**src/rtl/timer_csr_if.sv**
```systemverilog
// timer_csr_if: request/ready register bus between a CPU-side initiator and the timer.
interface timer_csr_if #(parameter int N = 32);
  logic         sel;
  logic         we;
  logic [1:0]   addr;
  logic [N-1:0] wdata;
  logic [N-1:0] rdata;
  logic         ready;
  modport master(output sel, we, addr, wdata, input rdata, ready);
  modport slave(input sel, we, addr, wdata, output rdata, ready);
endinterface

```
**src/rtl/timer_csr.sv**
```systemverilog
// timer_csr: memory-mapped prescaled timer with compare match, sticky W1C flag and level irq.
module timer_csr #(
  parameter int N  = 32,
  parameter int PW = 8
) (
  input  logic       clk,
  input  logic       reset,
  timer_csr_if.slave bus,
  output logic       irq
);
  typedef enum logic {IDLE, ACK} state_t;
  state_t         state_q, state_d;
  logic           en_q, en_d, ar_q, ar_d, ie_q, ie_d, match_q, match_d, ready_q, ready_d;
  logic [PW-1:0]  ps_q, ps_d, pre_q, pre_d;
  logic [N-1:0]   cnt_q, cnt_d, cmp_q, cmp_d, rdata_q, rdata_d, rd_val;
  logic           acc, wr, tick, hit;
  always_comb begin
    acc     = state_q == IDLE && bus.sel;
    wr      = acc && bus.we;
    tick    = en_q && pre_q == ps_q;
    hit     = cnt_q == cmp_q;
    rd_val  = bus.addr == 2'd0 ? N'({ps_q, 5'b0, ie_q, ar_q, en_q}) :
              bus.addr == 2'd1 ? cnt_q :
              bus.addr == 2'd2 ? cmp_q : N'(match_q);
    state_d = acc ? ACK : IDLE;
    ready_d = acc;
    rdata_d = acc && !bus.we ? rd_val : '0;
    {ie_d, ar_d, en_d} = wr && bus.addr == 2'd0 ? bus.wdata[2:0] : {ie_q, ar_q, en_q};
    ps_d    = wr && bus.addr == 2'd0 ? bus.wdata[PW+7:8] : ps_q;
    cmp_d   = wr && bus.addr == 2'd2 ? bus.wdata : cmp_q;
    // CTRL and COUNT writes both restart the prescaler phase
    pre_d   = wr && !bus.addr[1] ? '0 : !en_q ? pre_q : tick ? '0 : pre_q + PW'(1);
    cnt_d   = wr && bus.addr == 2'd1 ? bus.wdata :
              !tick ? cnt_q : hit && ar_q ? '0 : cnt_q + N'(1);
    match_d = (tick && hit) || (match_q && !(wr && bus.addr == 2'd3 && bus.wdata[0]));
  end
  always_ff @(posedge clk or negedge reset) begin
    if (!reset) begin
      state_q <= IDLE;
      en_q    <= 1'b0;
      ar_q    <= 1'b0;
      ie_q    <= 1'b0;
      ps_q    <= '0;
      pre_q   <= '0;
      cnt_q   <= '0;
      cmp_q   <= '1;
      match_q <= 1'b0;
      ready_q <= 1'b0;
      rdata_q <= '0;
    end else begin
      state_q <= state_d;
      en_q    <= en_d;
      ar_q    <= ar_d;
      ie_q    <= ie_d;
      ps_q    <= ps_d;
      pre_q   <= pre_d;
      cnt_q   <= cnt_d;
      cmp_q   <= cmp_d;
      match_q <= match_d;
      ready_q <= ready_d;
      rdata_q <= rdata_d;
    end
  end
  assign bus.ready = ready_q;
  assign bus.rdata = rdata_q;
  assign irq       = match_q & ie_q;
endmodule

```
**src/flat_wrapper.sv**
```systemverilog
// flat-port wrapper written by rule: the top's interface ports become plain ports
module timer_csr_flat 
#(
  parameter int N  = 32,
  parameter int PW = 8
)
  (clk, reset, irq, bus_sel, bus_we, bus_addr, bus_wdata, bus_rdata, bus_ready);
  timer_csr_if #(.N(N)) bus_i ();
  input  logic clk;
  input  logic reset;
  output logic irq;
  input wire logic [$bits(bus_i.sel)-1:0] bus_sel;
  input wire logic [$bits(bus_i.we)-1:0] bus_we;
  input wire logic [$bits(bus_i.addr)-1:0] bus_addr;
  input wire logic [$bits(bus_i.wdata)-1:0] bus_wdata;
  output wire logic [$bits(bus_i.rdata)-1:0] bus_rdata;
  output wire logic [$bits(bus_i.ready)-1:0] bus_ready;
  assign bus_i.sel = bus_sel;
  assign bus_i.we = bus_we;
  assign bus_i.addr = bus_addr;
  assign bus_i.wdata = bus_wdata;
  assign bus_rdata = bus_i.rdata;
  assign bus_ready = bus_i.ready;
  timer_csr #(.N(N), .PW(PW)) u_core (.clk(clk), .reset(reset), .bus(bus_i), .irq(irq));
endmodule
```
**config.mk**
```make
export PLATFORM = sky130hd
export DESIGN_NAME = timer_csr_flat
export DESIGN_NICKNAME = d
export VERILOG_FILES = /design/src/rtl/timer_csr_if.sv /design/src/rtl/timer_csr.sv /design/src/flat_wrapper.sv
export SDC_FILE = /design/constraint.sdc
export NUM_CORES = 1
export LEC_CHECK = 0
export ABC_AREA = 1
export ABC_CLOCK_PERIOD_IN_PS = 2210
export BUFFER_PORTS_ARGS = -buffer_cell sky130_fd_sc_hd__buf_2
export CAP_MARGIN = 20
export CORE_MARGIN = 10
export CORE_UTILIZATION = 55
export CTS_BUF_LIST = sky130_fd_sc_hd__clkbuf_4 sky130_fd_sc_hd__clkbuf_8 sky130_fd_sc_hd__clkbuf_16
export DETAILED_ROUTE_END_ITERATION = 10
export PLACE_DENSITY_LB_ADDON = 0.15
export SLEW_MARGIN = 25
export SYNTH_ARGS = -nofsm -noshare
export SYNTH_HDL_FRONTEND = slang
export SYNTH_SLANG_ARGS = --single-unit
```
**constraint.sdc**
```tcl
create_clock -name clk -period 2.21 [get_ports clk]
set_input_delay 0.442 -clock clk [delete_from_list [all_inputs] [get_ports clk]]
set_output_delay 0.442 -clock clk [all_outputs]
set_load 0.005 [all_outputs]
```
# Yosys cells after proc, flatten, opt, wreduce, memory -nomap -nowiden
# Cells that the tools add are included.
[word_totals]
regBits = 118
in_bits = 38
out_inout_bits = 34
word_cells = 51
[op_classes]
n_eq_ne = 5
n_addsub = 2
n_mux = 11
reduce_logical = 20
bitwise = 2
[ops]
columns = ["op", "n"]
rows = [
  ["32-bit 2-to-1 mux", 7],
  ["32-bit by 1-bit adder with 32-bit output, second input constant", 1],
  ["32-bit == test", 1],
  ["8-bit 2-to-1 mux", 3],
  ["1-bit logical AND", 13],
  ["8-bit by 1-bit adder with 8-bit output, second input constant", 1],
  ["8-bit == test", 1],
  ["2-bit == test, second input constant", 2],
  ["2-bit nonzero test", 2],
  ["1-bit zero test", 3],
  ["2-bit by 1-bit == test with 1-bit output, second input constant", 1],
  ["2-bit zero test", 1],
  ["1-bit bitwise AND", 1],
  ["1-bit logical OR", 1],
  ["1-bit 2-to-1 mux", 1],
  ["1-bit inverter", 1],
]

# Longest topological paths before layout
[logic_depth]
word_depth = 8
ltp_mapped = 11
depth_no_buf = 11

# Worst setup path before layout
# OpenSTA, ideal clock, no wires.
[synth_path]
path_kind = "reg2reg"
startpoint = "register u_core.cnt_q[0]"
endpoint = "register u_core.cnt_q[16]"
arrival_ns = 1.467
period_less_slack_ns = 1.584
stages_incl_launch_ff = 11
path_slack_ns = 0.626
setup_ns = 0.117
path_buffers = 0
required_ns = 2.093
path_cell_list = "dfrtp_1 > ha_1 > nand2_1 > nor2_4 > nand4_1 > nor2_1 > nand3_1 > nand2_1 > nor2_1 > nand3_1 > nand2_1"
[synth_via]
elab_chain_cells = 5
elab_cells_between_ends = 6
cone_classes = "add/sub: 1; eq/ne: 1; mux: 3; reduce/logical: 1"
[synth_lines]
columns = ["item", "line", "rtl"]
rows = [
  ["start, declared", "timer_csr.sv:15", "logic [N-1:0] cnt_q, cnt_d, cmp_q, cmp_d, rdata_q, rdata_d, rd_val;"],
  ["start signal, assigned", "timer_csr.sv:57", "cnt_q <= cnt_d;"],
  ["parallel branches: the longest is 2 deep, another holds 32-bit by 1-bit adder with 32-bit output", "--", ""],
  ["32-bit 2-to-1 mux (*) (2 in a row)", "timer_csr.sv:34", "!tick ? cnt_q : hit && ar_q ? '0 : cnt_q + N'(1);"],
  ["32-bit 2-to-1 mux (*)", "timer_csr.sv:33", "cnt_d = wr && bus.addr == 2'd1 ? bus.wdata :"],
]
# Every way passes the cells marked *. The select of a mux whose other input is x is not followed.
# A chain may end at the register's enable or synchronous reset.

# Final worst setup path
[layout_path]
startpoint = "register u_core.pre_q[1]"
endpoint = "register u_core.cnt_q[27]"
[layout_via]
elab_chain_cells = 3
[layout_lines]
columns = ["item", "line", "rtl"]
rows = [
  ["start, declared", "timer_csr.sv:14", "logic [PW-1:0] ps_q, ps_d, pre_q, pre_d;"],
  ["start signal, assigned", "timer_csr.sv:56", "pre_q <= pre_d;"],
  ["8-bit == test", "timer_csr.sv:20", "tick = en_q && pre_q == ps_q;"],
  ["1-bit logical AND", "timer_csr.sv:20", ""],
  ["2-bit nonzero test (no source line)", "--", ""],
]
# No other way between the ends.

==> impl_results.md <==
* Status: complete, no violations
* Met3 Use GR at 6.205%
* RD Place Congestion at around 0.96
* Mapped Nets at a little under 1000
* P_sw at around 0.0030 W
* Placed cells at 1125
* Input/output buffers at 71
* Fraction of layout cells with a size suffix above 1 at about 17%
* Synthesis-stage register bit count at between 100 and 150
* Hpwl dp at 12.32 mm
* Initial antenna violation count at 0
* Worst Path Required at around 2600 ps
* Synth Area in Compound Gates at between 10% and 20%
* Number of synthesized flops with an enable pin at 0
* Switching share of power at 33.60%
* DR pass1 iterations at 5
* Worst-path fanout max at 20
* Critical path's slowest cell: o21ai_4
* Adder-cell share of the synthesized area at 0.3719%
* Pint at between 0.005 and 0.006 W
* RSZ-0062 raised after global routing: false
* Die footprint at between 15000 and 20000 sq um
* Max_slew headroom at 56.14%
* Routed wire length at around 18 mm
* GRT Overall Usage at 22.27%
* Worst Path Arrival at 2340 ps
* Clock-pin slew on the worst setup and hold paths at around 50 ps
* Slew @ Worst Pin at ~660 ps
* R2r setup slk at about 230 ps
* Met2 usage at 34.05%
* Fin crit share at around nine tenths
* Synthesis Warnings at 0
* Peak Freq at about 510 MHz
* Gr busiest metal: met2
* Cell repeated most along the worst path: nor2_1
* Core ar. at around 12000 sq um
* H-tree levels at 4
* Post-Syn Area at 6729 sq um
* CTS tree: done
* DRC viols at 0
* Synth Flop Type: dfrtp_1
* Largest family of logic cells by synthesized area: simple AND/OR/NAND/NOR gates
* Setup tns final at 0 ps
* Minimum clock period at roughly 2000 ps
* Leakage at slightly above 4 nW
* Clock network power share at between 30 and 40%
* Non-Filler Instances at approximately 1200
* DRT antenna net count at 0
* Post-synthesis xor/xnor area fraction at between 5 and 6%
* Ys async rst share at 100.0%
* Power density cells at 1110 nW/um^2
* Clk_skew at between 10 and 15 ps
* Area growth from synthesis to layout at 18.32%
* Remaining Overflow, GRT at 0
* # diodes at 0
* Final Net Count at about 1000
* WL/cell at roughly 16 um
* Hold_buf cts at 0
* Unique masters post-synth at 33
* Root buffer cell: clkbuf_16
* Hold Crit Class: input pin to async pin
* Comb power frac at roughly a quarter
* Most frequent cell after synthesis: nand2_1
* Worst slack, placed at 167.8 ps
* Critical Path Start Type: flip-flop
* Post-Syn Instances at ~930
* Chip width at 130.6 um
* Initial Utilization at between 50% and 60%
* Met1 usage at around 30%
* Syn Area/Cell at 7.259 sq um
* Iter 0 DRT Violations at approximately 530
* I/O pins at 72
* Fin. max-slew vios at 0
* Clock buffer depth at 2
* Final setup fails at 0
* Detailed-route vias per instance at roughly 5.3
* Final worst-path setup slack at 231.7 ps
* Cell taking the most area after synthesis: dfrtp_1
* Largest net degree at the start of global routing at 118
* Final Hold Fails at 0
* Synth area leaders: dfrtp_1, nand2_1, dfstp_2, inv_1, nor2_1
* Clk_lat worst skew at 420 ps
* Via count of the first global-routing pass at just over 6000
* Maximum vdd drop at around 0.0008 V
* Synth top cells by count: nand2_1, inv_1, nor2_1, dfrtp_1, o21ai_0
* Crit path largest cell delay at approximately 450 ps
* Num CTS Buffers at 17
* Max-cap violations at 0
* Crit path capture type: flip-flop
* Die H at ~130 um
* CP Class: flip-flop to flip-flop
* Sequential share of the synthesized area at between 40% and 50%
* Row count at 40
* First-pass GRT wire length at between 30 and 40 mm
* Clock Sinks at 117
* Top-area cell type share of the netlist area at between 30% and 40%
* Vias at ~6200
* Post-Synth Simple-Gate Area at roughly 27%
* Multiplexer share of the synthesized area at around 2.2%
* Share of power burned in registers at 38.3%
* Crit path cell chain: inv_1, nor2_1, nor2_1, nand3_1, o21ai_4, buf_12, nand2_1, nor2_1, nand3_1, nand2_1
-- final timing paths --
check / end / start / cells after the start
max: u_core.cnt_q[27] / u_core.pre_q[1] / 10
min: u_core.bus.rdata[8] / reset / 2
max reg2reg: u_core.cnt_q[27] / u_core.pre_q[1] / 10
min reg2reg: u_core.bus.ready / u_core.bus.ready / 1
max in group asynchronous: u_core.cnt_q[13] / reset / 2
min in group clk: u_core.cmp_q[29] / bus_wdata[29] / 3
-- power by group through the flow --
stage / clock network, W / logic (W) / registers [W]
2_1_floorplan: 0 / 0.00173 / 0.00320
3_3_place_gp: 0 / 0.00218 / 0.00338
3_5_place_dp: 0 / 0.00222 / 0.00338
4_1_cts: 0.00321 / 0.00225 / 0.00336
5_1_grt: 0.00332 / 0.00263 / 0.00346
6_report: 0.00318 / 0.00227 / 0.00338
-- metrics by stage --
stage / hold slack [ps] / power [W] / area [sq um] / util [%]
after floorplan: 146.4 / 0.004922 / 6729 / -
after global routing: 142.7 / 0.009409 / 7961 / 66.28
after CTS: 141.4 / 0.008828 / 7950 / 66.19
after global placement: 430.3 / 0.005566 / 7263 / 60.47
after detailed placement: 437.8 / 0.005604 / 7263 / 60.47
final: 88.61 / 0.008835 / 7961 / 66.28
-- metal layers --
layer,vias up,routed length (um)
li1,3038,-
met1,2905,8331
met2,189,8251
met3,36,1233
met4,0,310
met5,-,0
-- critical path: cells and delay by family, from the launching register on --
kind	cells	cell delay [ps]
compound gates	1	450
buf+inv	2	320
flops	1	390
simple gates	7	750
-- state kept, by name (all words and copies together) (netlist names) --
register / flops
u_core.cmp_q: 32
u_core.ps_q: 8
u_core.cnt_q: 32
u_core.ar_q: 1
u_core.bus.ready: 1
u_core.ie_q: 1
u_core.match_q: 1
u_core.bus.rdata: 32
u_core.en_q: 1
u_core.pre_q: 8
-- cell type report --
cell class	instances	area, sq um
clock buffer	24	521.8
tap	147	183.9
inverter	149	559.3
clock inverter	8	165.2
timing repair buffer	87	515.5
sequential	117	2968
fill	1060	4050
multi-input combinational	626	3048
-- what timing repair did --
action	CTS	global route
gates resized for setup	0	1
buffers inserted	0	0
endpoints found under the setup margin	0	10
-- cells by family (layout without fill, tap and decap cells) --
kind of cell / count (synthesis) / after routing
buffers and inverters: 185 / 268
xor gates and xnor gates: 40 / 40
DFF: 117 / 117
adders and majority gates: 2 / 2
and+or+nand+nor: 442 / 442
muxes: 13 / 13
AOI/OAI and AO/OA: 128 / 129
-- cells in the final DEF (no fill, tap or decap), drive strengths merged --
cell type	count
dfstp	32
nor3	6
bufinv	5
inv	148
nand4	24
clkinv	4
xor2	17
nor3b	1
mux2	13
buf	87
o41ai	1
clkbuf	24
o22ai	18
nor2	91
dfrtp	85
o221ai	2
a31oi	1
nand2	277
ha	2
or2	1
a21oi	41
o21ai	66
xnor2	23
nand3b	2
nand3	40
(Power assumes the default switching activity.)
